### config.mk
export PLATFORM = sky130hd
export DESIGN_NAME = apb_periph_demux
export DESIGN_NICKNAME = d
export VERILOG_FILES = /design/src/rtl/periph_pkg.sv /design/src/rtl/apb_demux_decoder.sv /design/src/rtl/apb_periph_demux.sv
export SDC_FILE = /design/constraint.sdc
export NUM_CORES = 1
export LEC_CHECK = 0
export CAP_MARGIN = 20
export CORE_MARGIN = 2
export CORE_UTILIZATION = 36
export DETAILED_ROUTE_END_ITERATION = 10
export PLACE_DENSITY_LB_ADDON = 0.08
export SYNTH_ARGS = -nofsm -noshare
export SYNTH_HDL_FRONTEND = slang
export SYNTH_SLANG_ARGS = --single-unit
export TNS_END_PERCENT = 50
### constraint.sdc
create_clock -name clk_i -period 1.85 [get_ports clk_i]
set_input_delay 0.37 -clock clk_i [delete_from_list [all_inputs] [get_ports clk_i]]
set_output_delay 0.37 -clock clk_i [all_outputs]
set_load 0.005 [all_outputs]
### src/rtl/periph_pkg.sv
// periph_pkg: shared types and constants for the peripheral APB subsystem.
package periph_pkg;

    typedef enum logic [1:0] {
        IDLE,
        SETUP,
        ACCESS,
        RESP
    } apb_demux_state_e;

    typedef struct packed {
        logic [3:0]  idx;
        logic [31:0] start_addr;
        logic [31:0] end_addr;
    } rule_t;

    localparam logic [31:0] PERIPH_BA_DEFAULT = 32'h0004_0000;
    localparam int EF_TCC32_REGS_QTY = 1024;
    localparam int RTC_REGS_QTY      = 16;

endpackage

### src/rtl/apb_demux_decoder.sv
// apb_demux_decoder: maps an address onto a slave window index; misaligned or out-of-map addresses miss.
module apb_demux_decoder
    import periph_pkg::*;
#(
    parameter int              AW           = 32,
    parameter int              SLAVES_QTY   = 2,
    parameter logic [AW-1:0]   PERIPH_BA    = PERIPH_BA_DEFAULT,
    parameter int              SLAVE_SPAN_W = 12,
    parameter int              IW           = 1
) (
    input  logic [AW-1:0] addr,
    output logic          hit,
    output logic [IW-1:0] idx
);

    logic [AW-1:0] off;
    logic [AW-1:0] win;

    always_comb begin
        off = addr - PERIPH_BA;
        win = off >> SLAVE_SPAN_W;
        hit = (addr >= PERIPH_BA) && (win < AW'(SLAVES_QTY)) && (addr[1:0] == 2'b00);
        idx = win[IW-1:0];
    end

endmodule

### src/rtl/apb_periph_demux.sv
// apb_periph_demux: registered APB4 1-to-N demux with local error responses.
// Define APB_DEMUX_TIMEOUT_EN to answer hung slaves with PSLVERR after TIMEOUT_CYCLES.
module apb_periph_demux
    import periph_pkg::*;
#(
    parameter int            APB_AW         = 32,
    parameter int            APB_DW         = 32,
    parameter int            SLAVES_QTY     = 2,
    parameter logic [31:0]   PERIPH_BA      = PERIPH_BA_DEFAULT,
    parameter int            SLAVE_SPAN_W   = 12,
    parameter int            TIMEOUT_CYCLES = 256
) (
    input  logic                         clk_i,
    input  logic                         rst_ni,
    input  logic [APB_AW-1:0]            s_paddr,
    input  logic [2:0]                   s_pprot,
    input  logic                         s_psel,
    input  logic                         s_penable,
    input  logic                         s_pwrite,
    input  logic [APB_DW-1:0]            s_pwdata,
    input  logic [APB_DW/8-1:0]          s_pstrb,
    output logic                         s_pready,
    output logic [APB_DW-1:0]            s_prdata,
    output logic                         s_pslverr,
    output logic [APB_AW-1:0]            m_paddr,
    output logic [2:0]                   m_pprot,
    output logic [SLAVES_QTY-1:0]        m_psel,
    output logic                         m_penable,
    output logic                         m_pwrite,
    output logic [APB_DW-1:0]            m_pwdata,
    output logic [APB_DW/8-1:0]          m_pstrb,
    input  logic [SLAVES_QTY-1:0]        m_pready,
    input  logic [SLAVES_QTY*APB_DW-1:0] m_prdata,
    input  logic [SLAVES_QTY-1:0]        m_pslverr
);

    localparam int IW = (SLAVES_QTY > 1) ? $clog2(SLAVES_QTY) : 1;

    if (APB_DW != 32) begin : g_dw_chk
        $error("APB_DW must be 32");
    end
    if (SLAVES_QTY < 1 || SLAVES_QTY > 16) begin : g_qty_chk
        $error("SLAVES_QTY must be within 1..16");
    end
    if ((PERIPH_BA & ((32'd1 << SLAVE_SPAN_W) - 32'd1)) != 32'd0) begin : g_ba_chk
        $error("PERIPH_BA must be aligned to the slave window size");
    end
    if (TIMEOUT_CYCLES < 1) begin : g_to_chk
        $error("TIMEOUT_CYCLES must be at least 1");
    end

    apb_demux_state_e state;
    logic [IW-1:0]    idx;
    logic [IW-1:0]    dec_idx;
    logic             dec_hit;

`ifdef APB_DEMUX_TIMEOUT_EN
    localparam int CW = $clog2(TIMEOUT_CYCLES + 1);
    logic [CW-1:0] cnt;
`endif

    apb_demux_decoder #(
        .AW           (APB_AW),
        .SLAVES_QTY   (SLAVES_QTY),
        .PERIPH_BA    (APB_AW'(PERIPH_BA)),
        .SLAVE_SPAN_W (SLAVE_SPAN_W),
        .IW           (IW)
    ) u_decoder (
        .addr (s_paddr),
        .hit  (dec_hit),
        .idx  (dec_idx)
    );

    always_ff @(posedge clk_i or negedge rst_ni) begin
        if (!rst_ni) begin
            state     <= IDLE;
            idx       <= '0;
            m_paddr   <= '0;
            m_pprot   <= '0;
            m_psel    <= '0;
            m_penable <= 1'b0;
            m_pwrite  <= 1'b0;
            m_pwdata  <= '0;
            m_pstrb   <= '0;
            s_pready  <= 1'b0;
            s_prdata  <= '0;
            s_pslverr <= 1'b0;
`ifdef APB_DEMUX_TIMEOUT_EN
            cnt       <= '0;
`endif
        end else begin
            case (state)
                IDLE: begin
                    if (s_psel && !s_penable) begin
                        if (dec_hit) begin
                            // downstream bus is only touched for decoded hits
                            idx      <= dec_idx;
                            m_paddr  <= s_paddr;
                            m_pprot  <= s_pprot;
                            m_pwrite <= s_pwrite;
                            m_pwdata <= s_pwdata;
                            m_pstrb  <= s_pwrite ? s_pstrb : '0;
                            m_psel   <= SLAVES_QTY'(1) << dec_idx;
                            state    <= SETUP;
                        end else begin
                            s_pready  <= 1'b1;
                            s_pslverr <= 1'b1;
                            s_prdata  <= '0;
                            state     <= RESP;
                        end
                    end
                end
                SETUP: begin
                    m_penable <= 1'b1;
                    state     <= ACCESS;
`ifdef APB_DEMUX_TIMEOUT_EN
                    cnt       <= '0;
`endif
                end
                ACCESS: begin
                    if (m_pready[idx]) begin
                        m_psel    <= '0;
                        m_penable <= 1'b0;
                        s_pready  <= 1'b1;
                        s_pslverr <= m_pslverr[idx];
                        s_prdata  <= (m_pwrite || m_pslverr[idx]) ? '0 : m_prdata[idx*APB_DW +: APB_DW];
                        state     <= RESP;
                    end
`ifdef APB_DEMUX_TIMEOUT_EN
                    else if (cnt == CW'(TIMEOUT_CYCLES - 1)) begin
                        m_psel    <= '0;
                        m_penable <= 1'b0;
                        s_pready  <= 1'b1;
                        s_pslverr <= 1'b1;
                        s_prdata  <= '0;
                        state     <= RESP;
                    end else begin
                        cnt <= cnt + 1'b1;
                    end
`endif
                end
                RESP: begin
                    s_pready  <= 1'b0;
                    s_pslverr <= 1'b0;
                    s_prdata  <= '0;
                    state     <= IDLE;
                end
            endcase
        end
    end

endmodule

After elaboration in Yosys (flattened, before gate mapping)
Index checks and enable logic that the tools add are counted.

Reduce and logical (&&, ||, !) cells: 15. Add/subtract/negate cells: 1. Order comparisons: 3. Multiplexer cells: 26. Shift-type cells: 2. Equal/unequal tests: 7.

Operators with widths (number): 32-bit 2-to-1 mux (4); 32-bit one-hot mux with 3 select lines (1); 64-bit by 7-bit indexed part select with 32-bit output (1); 32-bit by 19-bit greater-or-equal comparator with 1-bit output (second input constant) (1); 32-bit by 19-bit subtractor with 32-bit output (second input constant) (1); 20-bit by 2-bit < comparator with 1-bit output (second input constant) (1); 2-bit 2-to-1 mux (6); 1-bit 2-to-1 mux (9); 2-bit != test (second input constant) (4); 2-bit one-hot mux with 4 select lines (1); 4-bit AND reduction (2); 1-bit one-hot mux with 3 select lines (2); 2-bit == test (second input constant) (2); 2-bit zero test (2); 4-bit 2-to-1 mux (1); 2-bit one-hot mux with 2 select lines (1); 2-bit AND reduction (2); 2-bit nonzero test (2); 1-bit logical AND (3); 3-bit AND reduction (1); 3-bit nonzero test (1); 2-bit by 1-bit == test with 1-bit output (second input constant) (1); 1-bit by 2-bit < comparator with 1-bit output (second input constant) (1); 1-bit one-hot mux with 2 select lines (1); 3 further kinds (3).

Word-level logic and storage cells: 66. Output and inout bits: 109. Flip-flop bits (word level): 112.

Depth between registers and ports, before layout
Depth after elaboration: 7. Gate-level depth with buffers: 9. Gate-level depth less buffers: 6.

Modules after synthesis
From an unflattened synthesis, not the netlist that was laid out.

Cells, all modules: 392. Area, all modules: 5098.6 um2.

Modules (own cells, without submodules): apb_periph_demux (area an instance 5022.3 um2, cells each 382, instances 1); apb_demux_decoder (area an instance 76.3 um2, cells each 10, instances 1).

Worst setup path after synthesis
No wires, ideal clock.

Path kind: register to register. From: reg state[0]. To: reg m_paddr[10]. Setup time: 0.127 ns. Data arrival time: 1.874 ns. Clock period less this slack: 2.002 ns. Slack: -0.152 ns. Buffers on the path: 3. Cell stages (with the launch flop): 9. Data required time: 1.723 ns. Path through: dfrtp_1 inv_1 ha_1 clkbuf_1 nand3b_1 nor4_2 buf_4 buf_6 mux2_1.

Longest elaborated chain between the ends: 2.

RTL lines: start: declaration (line apb_periph_demux.sv:52) `apb_demux_state_e state;`; start signal: assignment (line apb_periph_demux.sv:76) `state <= IDLE;`; start signal: assignment (line apb_periph_demux.sv:104) `state <= SETUP;`; start signal: assignment (line apb_periph_demux.sv:109) `state <= RESP;`; 2-bit zero test (line apb_periph_demux.sv:92) `case (state)`; 3-bit AND reduction (no source line); end signal: assignment (line apb_periph_demux.sv:98) `m_paddr <= s_paddr;`; end: declaration (line apb_periph_demux.sv:25) `output logic [APB_AW-1:0] m_paddr,`.

Every way passes these cells. A chain may end at the register's enable or synchronous reset.

Worst setup path after layout
From: reg state[0]. To: reg s_prdata[30].

Longest elaborated chain between the ends: 3.

RTL lines: 2-bit == test or 2-bit zero test (tied branches) (line apb_periph_demux.sv:92); 2-bit != test (no source line) or 3-bit nonzero test (tied branches); 4-bit AND reduction (no source line); end signal: assignment (line apb_periph_demux.sv:126) `s_prdata <= (m_pwrite || m_pslverr[idx]) ? '0 : m_prdata[idx*APB_DW +: APB_DW];`; end: declaration (line apb_periph_demux.sv:23) `output logic [APB_DW-1:0] s_prdata,`.

Several ways; a longest one is shown, not always the timed one.

==> out/qor.txt <==
Die area: 14310 um^2
Complex-gate fraction of the synthesized area: 2.054%
Synthesis-to-layout area growth: 84.48%
Library cells used by synthesis: 36
Final worst-path cycle share: 107.7%
Via density: 4.669
Syn avg cell area: 13.41 um^2
Max IR drop VDD: 0.0004396 V
Post-synthesis mux area share: 26.20%
Most common cell after layout, fill and taps aside: clkdlybuf4s50_1
Crit path time final: 1993 ps
Share of layout cells above drive strength 1: 27.56%
Root buf cell: clkbuf_16
Initial DRC count: 102
Drt pass-1 iters: 4
Seq/Total Area, Yosys: 57.71%
Arr. time, crit path: 2230 ps
Share of the synthesized area in the top cell type: 57.71%
DR DRC count: 0
Max H-tree Level: 3
Vias in the first global route: 4155
Most frequent cells in the layout: clkdlybuf4s50_1 (230), dfrtp_1 (110), mux2_4 (73)
GRT overflow: 0
ANT nets after route: 0
Final wirelength: 14.88 mm
CP max FO: 5
IO Pins: 253
Relative slew slack: 65.53%
Yosys warns: 0
Core area: 13140 um^2
Initial core utilization: 36.64%
XOR/XNOR share of the synthesized area: 0.5459%
HPWL Detailed: 9.738 mm
CTS Buf Count: 9
Max Freq: 0.5018 GHz
CTS tree: yes
Crit. End Element: flip-flop
Main combinational cell family by area after synthesis: multiplexers
Initial antenna violation count: 0
Ant diodes: 0
Worst Path Required: 2090 ps
Rows: 42
Synth Area in Simple Gates: 8.656%
Largest net degree at the start of global routing: 46
Startpoint Class: flip-flop
Max Cap Viol: 0
Syn_nets: 508
Crit Path Category: flip-flop to flip-flop
Clk pin slew, worst setup/hold paths: 70 ps
CTS Sinks: 111
Dpl ws: -724.6 ps
Max-slew violation count: 0
Synth Flop Type: dfrtp_1
Placed cell area: 7755 um^2
Area leader, netlist: dfrtp_1
Clk buf depth: 2
First-pass GRT wire length: 22.15 mm
Mapped Cells: 359
Chip height: 119.6 um
Run status: finished, violations left
Via Count: 3922
Asr flop ratio synth: 100.0%
Failing checks: negative setup slack
P_leak: 3.952 nW
RSZ-0062 raised after global routing: yes
Routed wire per std cell: 17.71 um
Worst skew pair latency: 350 ps
Post-Route Skew: 5.002 ps
Hold WC Path Type: input pin to async pin
Yosys reg bits: 111
Total track usage: 19.85%
PwrDens: 925.1 nW/um^2
Synth Cell Area: 4813 um^2
Number of synthesized flops with an enable pin: 0
Final worst slack: -142.8 ps
Ranking of synthesized cells by area: dfrtp_1 (58%), mux2_1 (13%), mux2i_1 (7.5%)
Worst-margin pin slew: 510.6 ps
Fin. Hold Viols: 0
Nets: 808
Post-Synth Adder-Cell Area: 1.300%
Final setup fails: 74
Port Buf Inserts: 252
Design Area, Final: 8880 um^2
Die Span X: 119.6 um
RePlAce Congestion: 0.7494
-- sequential cells by signal (all words and copies together), names as in the netlist --
| name | flops |
|---|---|
| m_paddr | 32 |
| m_penable | 1 |
| m_pprot | 3 |
| m_psel | 2 |
| m_pstrb | 4 |
| m_pwdata | 32 |
| m_pwrite | 1 |
| s_prdata | 32 |
| s_pready | 1 |
| s_pslverr | 1 |
| state | 2 |
-- worst max-delay path, cell delays in order, from the launching register on --
cell,delay [ps]
dfrtp_1,360
inv_2,50
buf_6,120
ha_4,150
a22oi_2,160
nand2b_1,100
a31o_4,230
buf_12,130
buf_12,130
buf_16,140
mux2_4,300
-- Yosys cell counts (all sizes together), types with 3 or more instances --
cell type	number
o21ai	7
ha	5
nor3	3
inv	7
nor4	4
nand3	5
nand2	4
mux2i	36
dfrtp	111
mux2	80
clkbuf	9
nor2b	20
nor2	34
buf	13
-- area by class of cell --
type / instances / area, um^2
Clock inverter: 3 / 18.77
Timing Repair Buffer: 311 / 3316
Clock buffer: 13 / 250.2
Multi-Input combinational cell: 219 / 2270
Sequential cell: 111 / 2779
Fill cell: 978 / 4258
Inverter: 7 / 26.28
Tap cell: 176 / 220.2
-- worst paths after layout --
path                              from            to  slack [ps]  cells after the start
max                           state[0]  s_prdata[30]        -140                     10
min                             rst_ni  s_prdata[18]         420                      2
max reg2reg                   state[0]  s_prdata[30]        -140                     10
min reg2reg                m_paddr[18]   m_paddr[18]         490                      1
max in group asynchronous       rst_ni   m_pwdata[2]         830                      3
min in group clk_i         m_paddr[18]   m_paddr[18]         490                      1
-- repair_timing --
action,4_1_cts,5_1_grt
endpoints found under the setup margin,106,96
setup buffers,14,8
resized for setup,72,93
cloned,5,5
endpoints found under the hold margin,9,0
hold buffers,1,0
pin swaps,6,10
-- report_power, final --
part / switching (mW) / internal, mW
Combinational: 1.26 / 2.27
Clock: 0.857 / 0.951
Sequential: 0.160 / 2.71
-- stage by stage --
step                util [%]  total power, mW  instances  hold WS (ps)  TNS, ps
global placement       59.03            5.114        791         232.8   -62090
floorplan                  -            3.959        359         74.41    -6408
detailed placement     59.03            5.167        791         236.1   -66260
global route           67.59            8.608        840         435.2   -10810
CTS                    64.47            8.247        827         414.0    -8808
finish                 67.59            8.215        840         420.1    -5307
-- kinds of logic (layout without fill, tap and decap cells) --
logic type      count (synthesis)  count (layout)
fa+ha+maj                       5               5
mux                           116             116
compound gates                 14              14
xor+xnor                        3               3
flops                         111             111
buf+inv                        29             334
simple gates                   81              81
-- per-layer routing --
| metal | GRT usage (%) | part of all wire (%) | wire length, um |
|---|---|---|---|
| met5 | 0 | 0 | 0 |
| met4 | 7.941 | 2.7 | 408 |
| met3 | 7.224 | 8.8 | 1305 |
| met2 | 33.21 | 48 | 7179 |
| met1 | 23.16 | 40 | 5984 |
(Power assumes the default switching activity.)
